--- src/rtl/column_serial_multiplier.sv ---
// Column-serial unsigned WIDTH x WIDTH multiplier.
// One product column is resolved per cycle: the column's partial-product bits
// are counted, added to the carry count from the previous column, the sum LSB
// becomes product bit k and the remaining bits carry into column k+1.
// Sequential reference datapath for the compressor-tree multipliers.
module column_serial_multiplier #(
    parameter int WIDTH = 4
) (
    input  logic                 clk,
    input  logic                 rst,
    input  logic                 in_valid,
    output logic                 in_ready,
    input  logic [WIDTH-1:0]     a,
    input  logic [WIDTH-1:0]     b,
    output logic                 out_valid,
    input  logic                 out_ready,
    output logic [2*WIDTH-1:0]   product,
    output logic                 busy
);

    // Product width, column-index width and carry/sum width.
    localparam int PW   = 2 * WIDTH;
    localparam int COLW = $clog2(PW);
    localparam int CW   = $clog2(2 * WIDTH + 1);

    localparam logic [CW-1:0]   CNT_ZERO = {CW{1'b0}};
    localparam logic [CW-1:0]   CNT_ONE  = {{(CW-1){1'b0}}, 1'b1};
    localparam logic [COLW-1:0] COL_ZERO = {COLW{1'b0}};
    localparam logic [COLW-1:0] COL_ONE  = {{(COLW-1){1'b0}}, 1'b1};
    localparam logic [COLW-1:0] COL_LAST = COLW'(PW - 1);
    localparam logic [PW-1:0]   PROD_ZERO = {PW{1'b0}};
    localparam logic [WIDTH-1:0] OPND_ZERO = {WIDTH{1'b0}};

    typedef enum logic [1:0] {
        ST_IDLE = 2'd0,
        ST_RUN  = 2'd1,
        ST_DONE = 2'd2
    } state_t;

    state_t            state_q;
    logic [WIDTH-1:0]  a_q;
    logic [WIDTH-1:0]  b_q;
    logic [COLW-1:0]   col_q;
    logic [CW-1:0]     carry_q;
    logic [PW-1:0]     product_q;
    logic              in_ready_q;
    logic              out_valid_q;
    logic              busy_q;

    logic [CW-1:0]     cnt_s;
    logic [CW-1:0]     sum_d;

    // Bit-heap height of column k: number of pairs (i,j) with i+j==k and
    // a[i]&b[j]. Columns k >= WIDTH of the upper half naturally shrink and
    // the unused top column (k = 2*WIDTH-1) always counts zero.
    function automatic logic [CW-1:0] column_count(
        input logic [WIDTH-1:0] av,
        input logic [WIDTH-1:0] bv,
        input logic [COLW-1:0]  k
    );
        logic [CW-1:0] cnt;
        cnt = CNT_ZERO;
        for (int i = 0; i < WIDTH; i++) begin
            for (int j = 0; j < WIDTH; j++) begin
                if (((i + j) == int'(k)) && av[i] && bv[j]) begin
                    cnt = cnt + CNT_ONE;
                end else begin
                    cnt = cnt;
                end
            end
        end
        return cnt;
    endfunction

    // Column datapath: count the current column and add the incoming carry.
    always_comb begin
        cnt_s = column_count(a_q, b_q, col_q);
        sum_d = cnt_s + carry_q;
    end

    // Control FSM with registered handshake outputs and the column datapath state.
    always_ff @(posedge clk) begin
        if (rst) begin
            state_q     <= ST_IDLE;
            a_q         <= OPND_ZERO;
            b_q         <= OPND_ZERO;
            col_q       <= COL_ZERO;
            carry_q     <= CNT_ZERO;
            product_q   <= PROD_ZERO;
            in_ready_q  <= 1'b1;
            out_valid_q <= 1'b0;
            busy_q      <= 1'b0;
        end else begin
            case (state_q)
                ST_IDLE: begin
                    if (in_valid) begin
                        a_q        <= a;
                        b_q        <= b;
                        col_q      <= COL_ZERO;
                        carry_q    <= CNT_ZERO;
                        product_q  <= PROD_ZERO;
                        in_ready_q <= 1'b0;
                        busy_q     <= 1'b1;
                        state_q    <= ST_RUN;
                    end else begin
                        state_q    <= ST_IDLE;
                    end
                end
                ST_RUN: begin
                    product_q[col_q] <= sum_d[0];
                    carry_q          <= {1'b0, sum_d[CW-1:1]};
                    if (col_q == COL_LAST) begin
                        // Last column resolved: present the product next cycle.
                        col_q       <= COL_ZERO;
                        out_valid_q <= 1'b1;
                        state_q     <= ST_DONE;
                    end else begin
                        col_q       <= col_q + COL_ONE;
                        state_q     <= ST_RUN;
                    end
                end
                ST_DONE: begin
                    if (out_ready) begin
                        // Product is kept; it is only cleared on the next accept.
                        out_valid_q <= 1'b0;
                        in_ready_q  <= 1'b1;
                        busy_q      <= 1'b0;
                        state_q     <= ST_IDLE;
                    end else begin
                        state_q     <= ST_DONE;
                    end
                end
                default: begin
                    col_q       <= COL_ZERO;
                    carry_q     <= CNT_ZERO;
                    in_ready_q  <= 1'b1;
                    out_valid_q <= 1'b0;
                    busy_q      <= 1'b0;
                    state_q     <= ST_IDLE;
                end
            endcase
        end
    end

    assign in_ready  = in_ready_q;
    assign out_valid = out_valid_q;
    assign product   = product_q;
    assign busy      = busy_q;

endmodule

--- config.mk ---
export PLATFORM = sky130hd
export DESIGN_NAME = column_serial_multiplier
export DESIGN_NICKNAME = d
export VERILOG_FILES = /design/src/rtl/column_serial_multiplier.sv
export SDC_FILE = /design/constraint.sdc
export NUM_CORES = 1
export LEC_CHECK = 0
export ABC_AREA = 1
export CAP_MARGIN = 20
export CORE_MARGIN = 10
export CORE_UTILIZATION = 66
export DETAILED_ROUTE_END_ITERATION = 6
export GPL_TIMING_DRIVEN = 0
export HOLD_SLACK_MARGIN = 0.1
export PLACE_DENSITY = 0.88
export SYNTH_ARGS = -nofsm -noshare
export SYNTH_HDL_FRONTEND = slang
export SYNTH_SLANG_ARGS = --single-unit
--- constraint.sdc ---
create_clock -name clk -period 21.9 [get_ports clk]
set_input_delay 3.285 -clock clk [delete_from_list [all_inputs] [get_ports clk]]
set_output_delay 3.285 -clock clk [all_outputs]
set_load 0.03 [all_outputs]
==> impl_metrics.env, run 1 <==
export IMPL_status="complete, no violations"
export IMPL_tightest_slew_ns=0.938
export IMPL_path_clk_slew_ns=0.10
export IMPL_post_cts_resized=0
export IMPL_critPathLaunchType="flop"
export IMPL_total_leakage_power_uw=0.00195
export IMPL_grt_met1_usage=0.216
export IMPL_antenna_found_initial=0
export IMPL_dpl_hpwl_mm=6.67
export IMPL_grt_pass1_vias=3497
export IMPL_overflow=0
export IMPL_min_period_ns=9.04
export IMPL_rsz0062_at_grt="false"
export IMPL_ys_top_cells_by_area="nand2_1, dfxtp_1, nand3_1, inv_1, ha_1"
export IMPL_drt_first_pass_iters=5
export IMPL_critPathCaptureType="flop"
export IMPL_critical_path_arrival_ns=9.26
export IMPL_drc=0
export IMPL_synthFlopType="dfxtp_1"
export IMPL_antenna_cells=0
export IMPL_ys_ff_latch=27
export IMPL_synth_area_per_cell_um2=6.02
export IMPL_drv_slew=0
export IMPL_setup_slack_ns=12.86
export IMPL_async_flop_share=0
export IMPL_reg2reg_from="col_q[1]"
export IMPL_ant_nets=0
export IMPL_yosys_warnings=0
export IMPL_core_area_mm2=0.00514
export IMPL_pin_count=23
export IMPL_grt_usage=0.191
export IMPL_first_iter_violations=184
export IMPL_worst_setup_path_type="reg -> reg"
export IMPL_cts_buffers=3
export IMPL_pre_cts_ws_ns=12.95
export IMPL_htreeDepth=1
export IMPL_crit_end="carry_q[2]"
export IMPL_max_cap_viol_count=0
export IMPL_syn_to_final_growth_pct=10.1
export IMPL_synthTopCellsByCount="nand2_1, inv_1, nand3_1"
export IMPL_clockRootBuffer="clkbuf_8"
export IMPL_clock_fmax_mhz=111
export IMPL_reg2reg_depth=59
export IMPL_finalCritPeriodShare=0.413
export IMPL_startpoint="col_q[1]"
export IMPL_maxSlewHeadroom=0.370
export IMPL_hold_viol_final=0
export IMPL_setup_violations=0
export IMPL_vias=3711
export IMPL_fp_dieH_um=93.0
export IMPL_synth_top_cell_area_share=0.192
export IMPL_timing_rr_end="carry_q[2]"
export IMPL_synth_fp_nets=622
export IMPL_tns_ns=0
export IMPL_postCtsSetupBuffers=0
export IMPL_cts_sinks=27
export IMPL_rows=26
export IMPL_nets=649
export IMPL_synth_cells=584
export IMPL_dp_cells=676
export IMPL_drive_above_1_share=0.120
export IMPL_rrSetupSlack_ns=12.86
export IMPL_synth_cell_types=39
export IMPL_dieArea_mm2=0.00864
export IMPL_min_path_type="reg -> reg"
export IMPL_syn_area_mm2=0.00351
export IMPL_skew_ns=0.00480
export IMPL_portBuffers=22
export IMPL_fin_area_mm2=0.00387
export IMPL_grt_max_degree=17
export IMPL_crit_slowest_cell="nor4_1"
export IMPL_detail_route_vias_per_cell=5.46
export IMPL_wl_per_cell_um=11.9
export IMPL_place_area_mm2=0.00382
export IMPL_synth_edff_count=0
export IMPL_finalPower_uw=106
export IMPL_peakVddDrop_mv=0.0506
export IMPL_gp_congestion=0.877
export IMPL_cpPeakStageDelay_ns=0.45
export IMPL_insertion_delay_ns=0.28
export IMPL_final_cells=680
export IMPL_grt_met3_usage=0.0250
export IMPL_synth_most_common_cell="nand2_1"
export IMPL_max_clock_path_buffers=2
export IMPL_grt_pass1_wl_mm=14.5
export IMPL_top_usage_layer="met2"
export IMPL_wl_mm=8.08
export IMPL_cts_tree="done"
export IMPL_yosys_area_top_type="nand2_1"
export IMPL_ys_seq_area_frac=0.154
export IMPL_initial_utilization=0.684
export IMPL_crit_required_ns=22.12
export IMPL_p_per_area_mw_per_mm2=27.3
export IMPL_cp_common_cell="nand2_1"
export IMPL_path_max_fanout=8
export IMPL_cts_hold_buf=0
export IMPL_die_x_um=93.0
export IMPL_gr_usage_met2=0.363
==> where the power goes <==
group | switching, µW | internal (µW) | leakage (µW) | total (µW)
Clock | 16.9 | 13.0 | 0.0000217 | 29.8
Combinational | 15.4 | 7.85 | 0.00171 | 23.3
Sequential | 1.51 | 51.2 | 0.000221 | 52.7
Total | 33.8 | 72.0 | 0.00195 | 106
==> cell families after synthesis <==
| kind of cell | Yosys count | share of synthesized area |
|---|---|---|
| flip-flops | 27 | 0.154 |
| AO/OA/AOI/OAI | 48 | 0.0716 |
| adder cells (fa/ha/maj) | 26 | 0.0947 |
| XOR/XNOR | 4 | 0.00997 |
| buffers and inverters | 103 | 0.113 |
| AND/OR/NAND/NOR | 376 | 0.557 |
==> cell type report <==
| cell class | count | area [µm²] |
|---|---|---|
| fill | 434 | 1270 |
| inverter | 97 | 368 |
| clock inverter | 1 | 7.51 |
| buffer | 6 | 30.0 |
| sequential | 27 | 541 |
| tap | 70 | 87.6 |
| multi-input combinational | 454 | 2570 |
| clock buffer | 3 | 41.3 |
| timing repair buffer | 22 | 220 |
==> worst max-delay path, delay by kind of cell, from the launching register on <==
kind	cells	cell delay, ns
compound gates	4	0.86
fa+ha+maj	10	2.97
buf+inv	10	0.84
flops	1	0.40
simple gates	35	3.91
==> how the worst min path moves through the flow <==
stage,start,endpoint,slack (ns),cells after the start
2_1_floorplan,carry_q[0],carry_q[0],0.45,2
3_3_place_gp,busy,busy,0.45,2
3_5_place_dp,busy,busy,0.46,2
4_1_cts,busy,busy,0.47,2
5_1_grt,busy,busy,0.49,2
6_report,busy,busy,0.48,2
==> cells in the final DEF, fill, tap and decap left out, types with 2 or more instances in the layout <==
cell,synthesis,final
a21oi_1,24,24
clkbuf_1,5,5
clkbuf_8,0,3
clkdlybuf4s50_1,0,22
clkinv_1,4,4
dfxtp_1,27,27
ha_1,25,25
inv_1,87,87
inv_2,4,4
nand2_1,180,180
nand2_2,10,10
nand2_4,18,18
nand3_1,74,74
nand3_2,9,9
nand3_4,6,6
nand3b_1,3,3
nand4_1,8,8
nor2_1,27,27
nor2_2,4,4
nor3_1,18,18
nor3_2,3,3
o21ai_0,19,19
or2_0,2,2
or2_2,8,8
xor2_1,3,3
==> flip-flops by register name (all words and copies together), names as in the netlist <==
signal,count
col_q,3
in_ready,1
b_q,4
a_q,4
busy,1
product,8
state_q,2
carry_q,3
out_valid,1
==> per-layer routing <==
metal | part of all wire | vias up
met5 | 0 | -
met4 | 0.0078 | 0
met3 | 0.042 | 8
met2 | 0.51 | 87
met1 | 0.44 | 1687
li1 | - | 1929
==> stage by stage <==
step	hold WS [ns]	util
2_1_floorplan	0.449	-
3_3_place_gp	0.449	0.743
3_5_place_dp	0.460	0.743
4_1_cts	0.475	0.753
5_1_grt	0.495	0.753
6_report	0.475	0.753
No activity file was read; power rests on OpenSTA's default activity.
==> inputs of run 2 (changes only) <==
CORE_UTILIZATION = 55   (was 66)
PLACE_DENSITY = 0.78   (was 0.88)
clock period = 8.1 ns   (was 21.9 ns; I/O delays follow)
==> impl_metrics.env, run 2 (synthesis results as in run 1) <==
export IMPL_grt_pass1_vias=3782
export IMPL_clock_fmax_mhz=126
export IMPL_pre_cts_ws_ns=-0.912
export IMPL_fp_dieH_um=99.9
export IMPL_min_path_type="reg -> reg"
export IMPL_tns_ns=0
export IMPL_cts_sinks=27
export IMPL_cts_hold_buf=0
export IMPL_ant_nets=0
export IMPL_portBuffers=22
export IMPL_maxSlewHeadroom=0.232
export IMPL_rrSetupSlack_ns=0.19
export IMPL_detail_route_vias_per_cell=5.56
export IMPL_peakVddDrop_mv=0.119
export IMPL_crit_family="simple AND/OR/NAND/NOR gates"
export IMPL_insertion_delay_ns=0.29
export IMPL_hold_viol_final=0
export IMPL_min_from="carry_q[0]"
export IMPL_place_area_mm2=0.00383
export IMPL_path_buf_inv=26
export IMPL_p_per_area_mw_per_mm2=64.0
export IMPL_largest_reg_flops=8
export IMPL_core_area_mm2=0.00628
export IMPL_reg2reg_depth=66
export IMPL_crit_required_ns=8.32
export IMPL_first_iter_violations=159
export IMPL_rows=29
export IMPL_drt_first_pass_iters=5
export IMPL_cpPeakStageDelay_ns=0.39
export IMPL_grt_max_degree=18
export IMPL_initial_utilization=0.560
export IMPL_max_cap_viol_count=0
export IMPL_tightest_slew_ns=1.14
export IMPL_grt_pass1_wl_mm=15.8
export IMPL_cts_buffers=3
export IMPL_min_period_ns=7.91
export IMPL_total_leakage_power_uw=0.00225
export IMPL_critPathLaunchType="flop"
export IMPL_path_max_fanout=10
export IMPL_status="complete, no violations"
export IMPL_setup_violations=0
export IMPL_drv_slew=0
export IMPL_fillCellCount=451
export IMPL_cp_common_cell="buf_4"
export IMPL_hold_path_depth=2
export IMPL_dieArea_mm2=0.00999
export IMPL_worst_setup_path_type="reg -> reg"
export IMPL_reg2reg_from="col_q[2]"
export IMPL_antenna_found_initial=0
export IMPL_critical_path_arrival_ns=8.13
export IMPL_final_cell_mix="nand2_1, inv_1, nand3_1"
export IMPL_critPathCaptureType="flop"
export IMPL_wl_mm=10.6
export IMPL_nets=704
export IMPL_drc=0
export IMPL_grt_usage=0.181
export IMPL_syn_to_final_growth_pct=37.1
export IMPL_dpl_hpwl_mm=6.83
export IMPL_die_x_um=99.9
export IMPL_pin_count=23
export IMPL_htreeDepth=1
export IMPL_path_clk_slew_ns=0.11
export IMPL_layout_commonest_cell="nand2_1"
export IMPL_whs_endpoint="carry_q[0]"
export IMPL_finalCritPeriodShare=0.977
export IMPL_overflow=0
export IMPL_gp_congestion=0.863
export IMPL_regArea_um2=551
export IMPL_crit_slowest_cell="nor4_4"
export IMPL_wl_per_cell_um=14.3
export IMPL_setup_slack_ns=0.186
export IMPL_max_clock_path_buffers=2
export IMPL_multiInputGateArea_mm2=0.00305
export IMPL_timing_rr_end="carry_q[2]"
export IMPL_antenna_cells=0
export IMPL_vias=4127
export IMPL_clockRootBuffer="clkbuf_8"
export IMPL_finalPower_uw=308
export IMPL_drive_above_1_share=0.331
export IMPL_fin_area_mm2=0.00482
export IMPL_skew_ns=0.00797
export IMPL_cts_tree="done"
## run 2: cell types whose count changed in the layout (fill, tap and decap cells not counted), sizes merged
cell,before,now
buf,1,56
clkinv,5,4
inv,92,93
## run 2: per-layer routing
layer / part of all wire / GRT usage / up-vias
met2: 0.52 / 0.340 / 124
met5: 0 / 0 / -
met1: 0.41 / 0.206 / 1939
met4: 0.027 / 0.0518 / 0
met3: 0.038 / 0.0227 / 32
li1: - / - / 2032
## run 2: final cells by class
| type | count | share of cell area |
|---|---|---|
| tap | 77 | 0.0200 |
| sequential | 27 | 0.114 |
| clock buffer | 3 | 0.00857 |
| multi-input combinational | 454 | 0.633 |
| buffer | 6 | 0.00624 |
| clock inverter | 1 | 0.00182 |
| inverter | 97 | 0.0803 |
| timing repair buffer | 77 | 0.136 |
## run 2: worst max path at each step
stage / endpoint / startpoint / slack [ns] / cells after the start
floorplan: carry_q[2] / col_q[1] / 0.23 / 59
global placement: carry_q[2] / col_q[1] / -0.62 / 59
detailed placement: carry_q[2] / col_q[1] / -0.91 / 59
CTS: carry_q[2] / col_q[1] / 0.003 / 60
global route: carry_q[2] / col_q[2] / -0.26 / 59
finish: carry_q[2] / col_q[2] / 0.19 / 66
## run 2: metrics by stage
stage	utilization	hold WS [ns]	cells
finish	0.767	0.481	742
global route	0.767	0.508	742
CTS	0.683	0.485	723
detailed placement	0.610	0.468	683
global placement	0.610	0.448	683
floorplan	-	0.449	584
## run 2: where the power goes
part           total (µW)  switching (µW)  internal [µW]
sequential            143            4.45            138
clock                84.6            48.3           36.3
combinational        81.0            50.6           30.4
## run 2: tightest hold or removal path, cell delays in order, from the launching register on
cell and delay [ns]:
dfxtp_1 0.33, nand2_1 0.06, a21oi_1 0.06
## run 2: timing repair
item,4_1_cts,5_1_grt
resized for setup,37,88
pin swaps,21,54
endpoints found under the setup margin,3,3
setup buffers,36,19
